<file path="src/rtl/calc_interval.sv">
// calc_interval: backward-search compute stage downstream of the ROM fetch.
// Takes one fetched record, refines the suffix-array interval
//   k' = C(b) + Occ(b,k-1) + 1,  l' = C(b) + Occ(b,l)
// and emits the deletion child, then the match/mismatch child, to the
// parameter stack, or pulses a hit when the read is exhausted.
//
// Ports:
//   clk, rst_n                      clock, async active-low reset
//   valid_in / ready_out            upstream record handshake
//   position_in                     [1:0] base b under test, [3:2] reserved
//   addr_in                         parent parameter address (trace)
//   i_in, z_in, k_in, l_in          parent parameters
//   d_i_in                          lower bound D(i)
//   read_i_in                       read symbol W[i-1]
//   occ_k_in, occ_l_in, c_in        Occ(b,k-1), Occ(b,l), C(b)
//   push_valid / push_ready         child entry handshake to the stack
//   push_i/z/k/l, push_addr         child parameters and parent address
//   push_position                   always 0 (child starts at base 0)
//   hit_valid, hit_k/l/z            one-cycle hit pulse and its interval
//   err_ovf, err_i0                 sticky error flags
module calc_interval #(
    parameter int W_IDX = 8,
    parameter int W_ROM = 32
) (
    input  logic             clk,
    input  logic             rst_n,
    input  logic             valid_in,
    output logic             ready_out,
    input  logic [3:0]       position_in,
    input  logic [11:0]      addr_in,
    input  logic [W_IDX-1:0] i_in,
    input  logic [W_IDX-1:0] z_in,
    input  logic [W_IDX-1:0] k_in,
    input  logic [W_IDX-1:0] l_in,
    input  logic [W_IDX-1:0] d_i_in,
    input  logic [1:0]       read_i_in,
    input  logic [W_ROM-1:0] occ_k_in,
    input  logic [W_ROM-1:0] occ_l_in,
    input  logic [W_ROM-1:0] c_in,
    output logic             push_valid,
    input  logic             push_ready,
    output logic [W_IDX-1:0] push_i,
    output logic [W_IDX-1:0] push_z,
    output logic [W_IDX-1:0] push_k,
    output logic [W_IDX-1:0] push_l,
    output logic [11:0]      push_addr,
    output logic [3:0]       push_position,
    output logic             hit_valid,
    output logic [W_IDX-1:0] hit_k,
    output logic [W_IDX-1:0] hit_l,
    output logic [W_IDX-1:0] hit_z,
    output logic             err_ovf,
    output logic             err_i0
);

    typedef enum logic [1:0] {IDLE, CALC, PUSH_DEL, PUSH_MM} state_t;

    state_t state;

    // Registered record
    logic [W_IDX-1:0] r_i, r_z, r_d;
    logic [1:0]       r_b, r_read;
    logic [11:0]      r_addr;
    logic [W_ROM-1:0] r_c, r_occ_k, r_occ_l;

    // Results kept from CALC for the later push states
    logic [W_IDX-1:0] kn_r, ln_r, mm_z_r;
    logic             mm_ok_r;

    logic [W_ROM:0]   kn_w, ln_w;
    logic             empty_w, ovf_w, live_w, match_w, del_ok_w, mm_ok_w;
    logic [W_IDX-1:0] z_dec, mm_z_w, sel_k, sel_l, sel_z;
    logic             go_mm;

    // Parent k/l are not needed: the new interval comes from C and Occ.
    logic unused_in;
    assign unused_in = ^{position_in[3:2], k_in, l_in};

    assign push_position = '0;

    always_comb begin
        kn_w     = {1'b0, r_c} + {1'b0, r_occ_k} + (W_ROM+1)'(1);
        ln_w     = {1'b0, r_c} + {1'b0, r_occ_l};
        empty_w  = kn_w > ln_w;
        ovf_w    = !empty_w && (ln_w[W_ROM:W_IDX] != '0);
        live_w   = !empty_w && !ovf_w;
        z_dec    = r_z - W_IDX'(1);
        match_w  = (r_b == r_read);
        del_ok_w = live_w && (r_z != '0) && (z_dec >= r_d);
        mm_ok_w  = live_w && (r_i != '0) && (match_w || (r_z != '0));
        mm_z_w   = match_w ? r_z : z_dec;
        // The match/mismatch child is entered either straight from CALC
        // (values still combinational) or after the deletion handshake
        // (values held in the *_r registers).
        sel_k    = (state == CALC) ? kn_w[W_IDX-1:0] : kn_r;
        sel_l    = (state == CALC) ? ln_w[W_IDX-1:0] : ln_r;
        sel_z    = (state == CALC) ? mm_z_w : mm_z_r;
        go_mm    = ((state == CALC) && !del_ok_w && mm_ok_w) ||
                   ((state == PUSH_DEL) && push_ready && mm_ok_r);
    end

    always_ff @(posedge clk or negedge rst_n) begin
        if (!rst_n) begin
            state      <= IDLE;
            ready_out  <= 1'b1;
            push_valid <= 1'b0;
            push_i     <= '0;
            push_z     <= '0;
            push_k     <= '0;
            push_l     <= '0;
            push_addr  <= '0;
            hit_valid  <= 1'b0;
            hit_k      <= '0;
            hit_l      <= '0;
            hit_z      <= '0;
            err_ovf    <= 1'b0;
            err_i0     <= 1'b0;
            r_i        <= '0;
            r_z        <= '0;
            r_d        <= '0;
            r_b        <= '0;
            r_read     <= '0;
            r_addr     <= '0;
            r_c        <= '0;
            r_occ_k    <= '0;
            r_occ_l    <= '0;
            kn_r       <= '0;
            ln_r       <= '0;
            mm_z_r     <= '0;
            mm_ok_r    <= 1'b0;
        end else begin
            case (state)
                IDLE: begin
                    if (valid_in) begin
                        r_i       <= i_in;
                        r_z       <= z_in;
                        r_d       <= d_i_in;
                        r_b       <= position_in[1:0];
                        r_read    <= read_i_in;
                        r_addr    <= addr_in;
                        r_c       <= c_in;
                        r_occ_k   <= occ_k_in;
                        r_occ_l   <= occ_l_in;
                        ready_out <= 1'b0;
                        state     <= CALC;
                    end
                end
                CALC: begin
                    kn_r      <= kn_w[W_IDX-1:0];
                    ln_r      <= ln_w[W_IDX-1:0];
                    mm_z_r    <= mm_z_w;
                    mm_ok_r   <= mm_ok_w;
                    push_addr <= r_addr;
                    if (ovf_w)
                        err_ovf <= 1'b1;
                    if (r_i == '0)
                        err_i0 <= 1'b1;
                    if (del_ok_w) begin
                        push_valid <= 1'b1;
                        push_i     <= r_i;
                        push_z     <= z_dec;
                        push_k     <= kn_w[W_IDX-1:0];
                        push_l     <= ln_w[W_IDX-1:0];
                        state      <= PUSH_DEL;
                    end else if (!mm_ok_w) begin
                        ready_out <= 1'b1;
                        state     <= IDLE;
                    end
                end
                PUSH_DEL: begin
                    if (push_ready && !mm_ok_r) begin
                        push_valid <= 1'b0;
                        ready_out  <= 1'b1;
                        state      <= IDLE;
                    end
                end
                PUSH_MM: begin
                    if (hit_valid) begin
                        hit_valid <= 1'b0;
                        ready_out <= 1'b1;
                        state     <= IDLE;
                    end else if (push_ready) begin
                        push_valid <= 1'b0;
                        ready_out  <= 1'b1;
                        state      <= IDLE;
                    end
                end
                default: state <= IDLE;
            endcase

            if (go_mm) begin
                state <= PUSH_MM;
                if (r_i == W_IDX'(1)) begin
                    // Child has no symbols left: report a hit, no stack entry.
                    push_valid <= 1'b0;
                    hit_valid  <= 1'b1;
                    hit_k      <= sel_k;
                    hit_l      <= sel_l;
                    hit_z      <= sel_z;
                end else begin
                    push_valid <= 1'b1;
                    push_i     <= r_i - W_IDX'(1);
                    push_z     <= sel_z;
                    push_k     <= sel_k;
                    push_l     <= sel_l;
                end
            end
        end
    end

endmodule

</file>
<file path="config.mk">
export PLATFORM = sky130hd
export DESIGN_NAME = calc_interval
export DESIGN_NICKNAME = d
export VERILOG_FILES = /design/src/rtl/calc_interval.sv
export SDC_FILE = /design/constraint.sdc
export NUM_CORES = 1
export LEC_CHECK = 0
export ABC_AREA = 1
export CAP_MARGIN = 30
export CORE_ASPECT_RATIO = 0.75
export CORE_MARGIN = 5
export CORE_UTILIZATION = 45
export DETAILED_ROUTE_END_ITERATION = 16
export HOLD_SLACK_MARGIN = 0.02
export PLACE_DENSITY_LB_ADDON = 0.08
export SYNTH_ARGS = -nofsm -noshare
export SYNTH_HDL_FRONTEND = slang
export SYNTH_SLANG_ARGS = --single-unit
</file>
<file path="constraint.sdc">
create_clock -name clk -period 4.6 [get_ports clk]
set_input_delay 0.92 -clock clk [delete_from_list [all_inputs] [get_ports clk]]
set_output_delay 0.92 -clock clk [all_outputs]
set_load 0.01 [all_outputs]
</file>
==> flow_summary.toml <==
[sta]
setup_ws_ps = 109
period_share = 0.976
skew_ps = 11.0
slew_headroom = 0.476
clock.fmax_mhz = 223
worst_pin_slew_ps = 786
rsz0062_at_grt = "yes"
drv_slew = 0
fin_crit_ps = 4490
setup_tns_ps = 0
hold_viol = 0
setup_viol = 0

[worst_setup_path]
cp_slowest_cell = "dfrtp_1"
ff2ff_setup_slack_ps = 110
crit_start = "r_occ_k[3]"
worstRegToRegCells = 29
cp-start-kind = "flip-flop"
criticalPathCategory = "flip-flop to flip-flop"
rr_startpoint = "r_occ_k[3]"
cp.arrival_ps = 4930
crit_path_end_kind = "flip-flop"
cp_common_cell = "nand2_1"
critPathMaxFanout = 7
worst-endpoint-required_ps = 5040
max_stage_delay_ps = 430

[global_route]
antenna_found_initial = 4
overflow = 0
grt_start_max_net_pins = 95
grt_pass1_vias = 12800
grt_pass1_wl_um = 70600
track_usage = 0.239

[clock_network]
clk_pin_slew_worst_paths_ps = 60
cts-root-buf = "clkbuf_16"
clk-insertion-delay-late_ps = 550
tritoncts = "done"
postCtsHoldBufs = 0
cts_buffers = 26
numClockSinks = 236
cts_buffer_depth = 3
cts-htree-levels = 1

[yosys]
syn_inst = 1883
async_reset_ff_frac = 1.00
synthFlopType = "dfrtp_1"
yosys-top-cells-count = "nand2_1 (584), inv_1 (248), dfrtp_1 (235)"
yosysSeqAreaShare = 0.396
syn_avg_cell_area_um2 = 7.92
yosys_warnings = 0
synth_top_area_frac = 0.394
synthDistinctLibCells = 50
synth_top_cell_by_area = "dfrtp_1"
synthesis.area_um2 = 14900
yosys-top-cells-area = "dfrtp_1 (39%), nand2_1 (15%), ha_1 (9.1%)"
ys_ff_latch = 236
yosysMostFrequentCell = "nand2_1"
synth_edf_count = 0

[floorplan]
std_cell_rows = 57
die_h_um = 168
core_um2 = 32500
design.die.area_um2 = 36900
io_pins = 235
start_util = 0.459
dieWidth_um = 220

[routing]
wl_per_cell_um = 17.0
firstDrtPassIters = 5
drt_iter0_markers = 880
drc = 0
drt-total-wl_um = 45100
ant_nets = 0
num_vias = 13300
viasPerCell = 5.03

[worst_hold_path]
hold_class = "primary input to async pin"

[layout]
layout-drive-gt1-share = 0.160
nets = 2452
post-route-util = 0.601
diodes = 0
area_growth_pct = 31.0
n_fill_cell = 2988

[placement]
dp_slack_ps = -483
port_buffers = 212
dp_hpwl_um = 34800
place_congestion = 0.947

[run_status]
status = "finished clean"

[run]
drv_cap = 0
## sequential cells by signal (all words and copies together) (netlist names), 2 cells and up
register and flops:
kn_r 8, r_i 8, r_addr 12, r_c 32, push_z 8, hit_z 8
mm_z_r 8, r_occ_l 32, push_l 8, push_k 8, ln_r 8, r_b 2
r_occ_k 32, r_d 8, state 2, hit_k 8, hit_l 8, r_z 8
r_read 2, push_i 8, push_addr 12
## critical path, delay by kind of cell (launching register included)
kind | cells | cell delay, ps
adder cells (fa/ha/maj) | 2 | 580
buffers and inverters | 6 | 630
AO/OA/AOI/OAI | 9 | 1470
XOR/XNOR | 1 | 210
flip-flops | 1 | 430
AND/OR/NAND/NOR | 11 | 1060
## kinds of logic after synthesis
kind of cell	share of synthesized area
xor gates and xnor gates	0.0299
buffers and inverters	0.0804
DFF	0.396
adders and majority gates	0.0941
other	0.000251
and+or+nand+nor	0.232
AOI/OAI and AO/OA	0.0842
muxes	0.0830
## final cells by class
type,instances,area (um^2),share of cell area
clock buffers,39,801,0.0410
inverters,259,972,0.0497
well taps,442,553,0.0283
flip-flops and latches,236,5910,0.302
repair buffers,316,3090,0.158
multi-input cells,1344,8150,0.417
clock inverters,8,75.1,0.00384
## path summary, 6_finish.rpt
check	endpoint
worst max-delay path	push_valid
worst min-delay path	r_c[12]
worst max register to register	push_valid
worst min register to register	ready_out
max in group asynchronous	ready_out
min in group clk	ready_out
## repair_timing
item	4_1_cts	5_1_grt
gates cloned	2	1
resized for setup	42	59
buffers inserted	14	14
endpoints found under the setup margin	62	62
pin swaps	26	52
## layout by cell type, fill, tap and decap left out, drive strengths merged, types with 5 or more instances in the layout
| cell | Yosys | layout |
|---|---|---|
| a21oi | 106 | 106 |
| xnor2 | 17 | 17 |
| ha | 109 | 109 |
| buf | 20 | 104 |
| clkdlybuf4s50 | 0 | 211 |
| clkinv | 4 | 9 |
| dfrtp | 235 | 235 |
| mux2 | 110 | 110 |
| nand3b | 8 | 8 |
| nor3 | 14 | 14 |
| clkbuf | 27 | 40 |
| o21bai | 5 | 5 |
| nor2 | 124 | 124 |
| nand4 | 27 | 27 |
| o21a | 13 | 13 |
| a21boi | 14 | 14 |
| nand3 | 70 | 70 |
| inv | 255 | 256 |
| nand2 | 590 | 590 |
| o21ai | 79 | 79 |
| xor2 | 34 | 34 |
## through the flow
stage	cells	hold slack, ps	cell area, um^2
finish	2644	345	19500
global route	2644	427	19500
CTS	2634	396	19300
detailed placement	2572	456	18100
global placement	2572	451	18100
floorplan	1886	443	14900
## routing by layer
layer | up-vias | global-route usage | wire length (um)
met4 | 8 | 0.0396 | 648
li1 | 6626 | - | -
met5 | - | 0 | 55
met2 | 354 | 0.333 | 18100
met1 | 6266 | 0.377 | 22800
met3 | 44 | 0.0585 | 3510
Power is not shown: default switching activity piles up to over one toggle a cycle in this logic, so the estimate is an artifact.
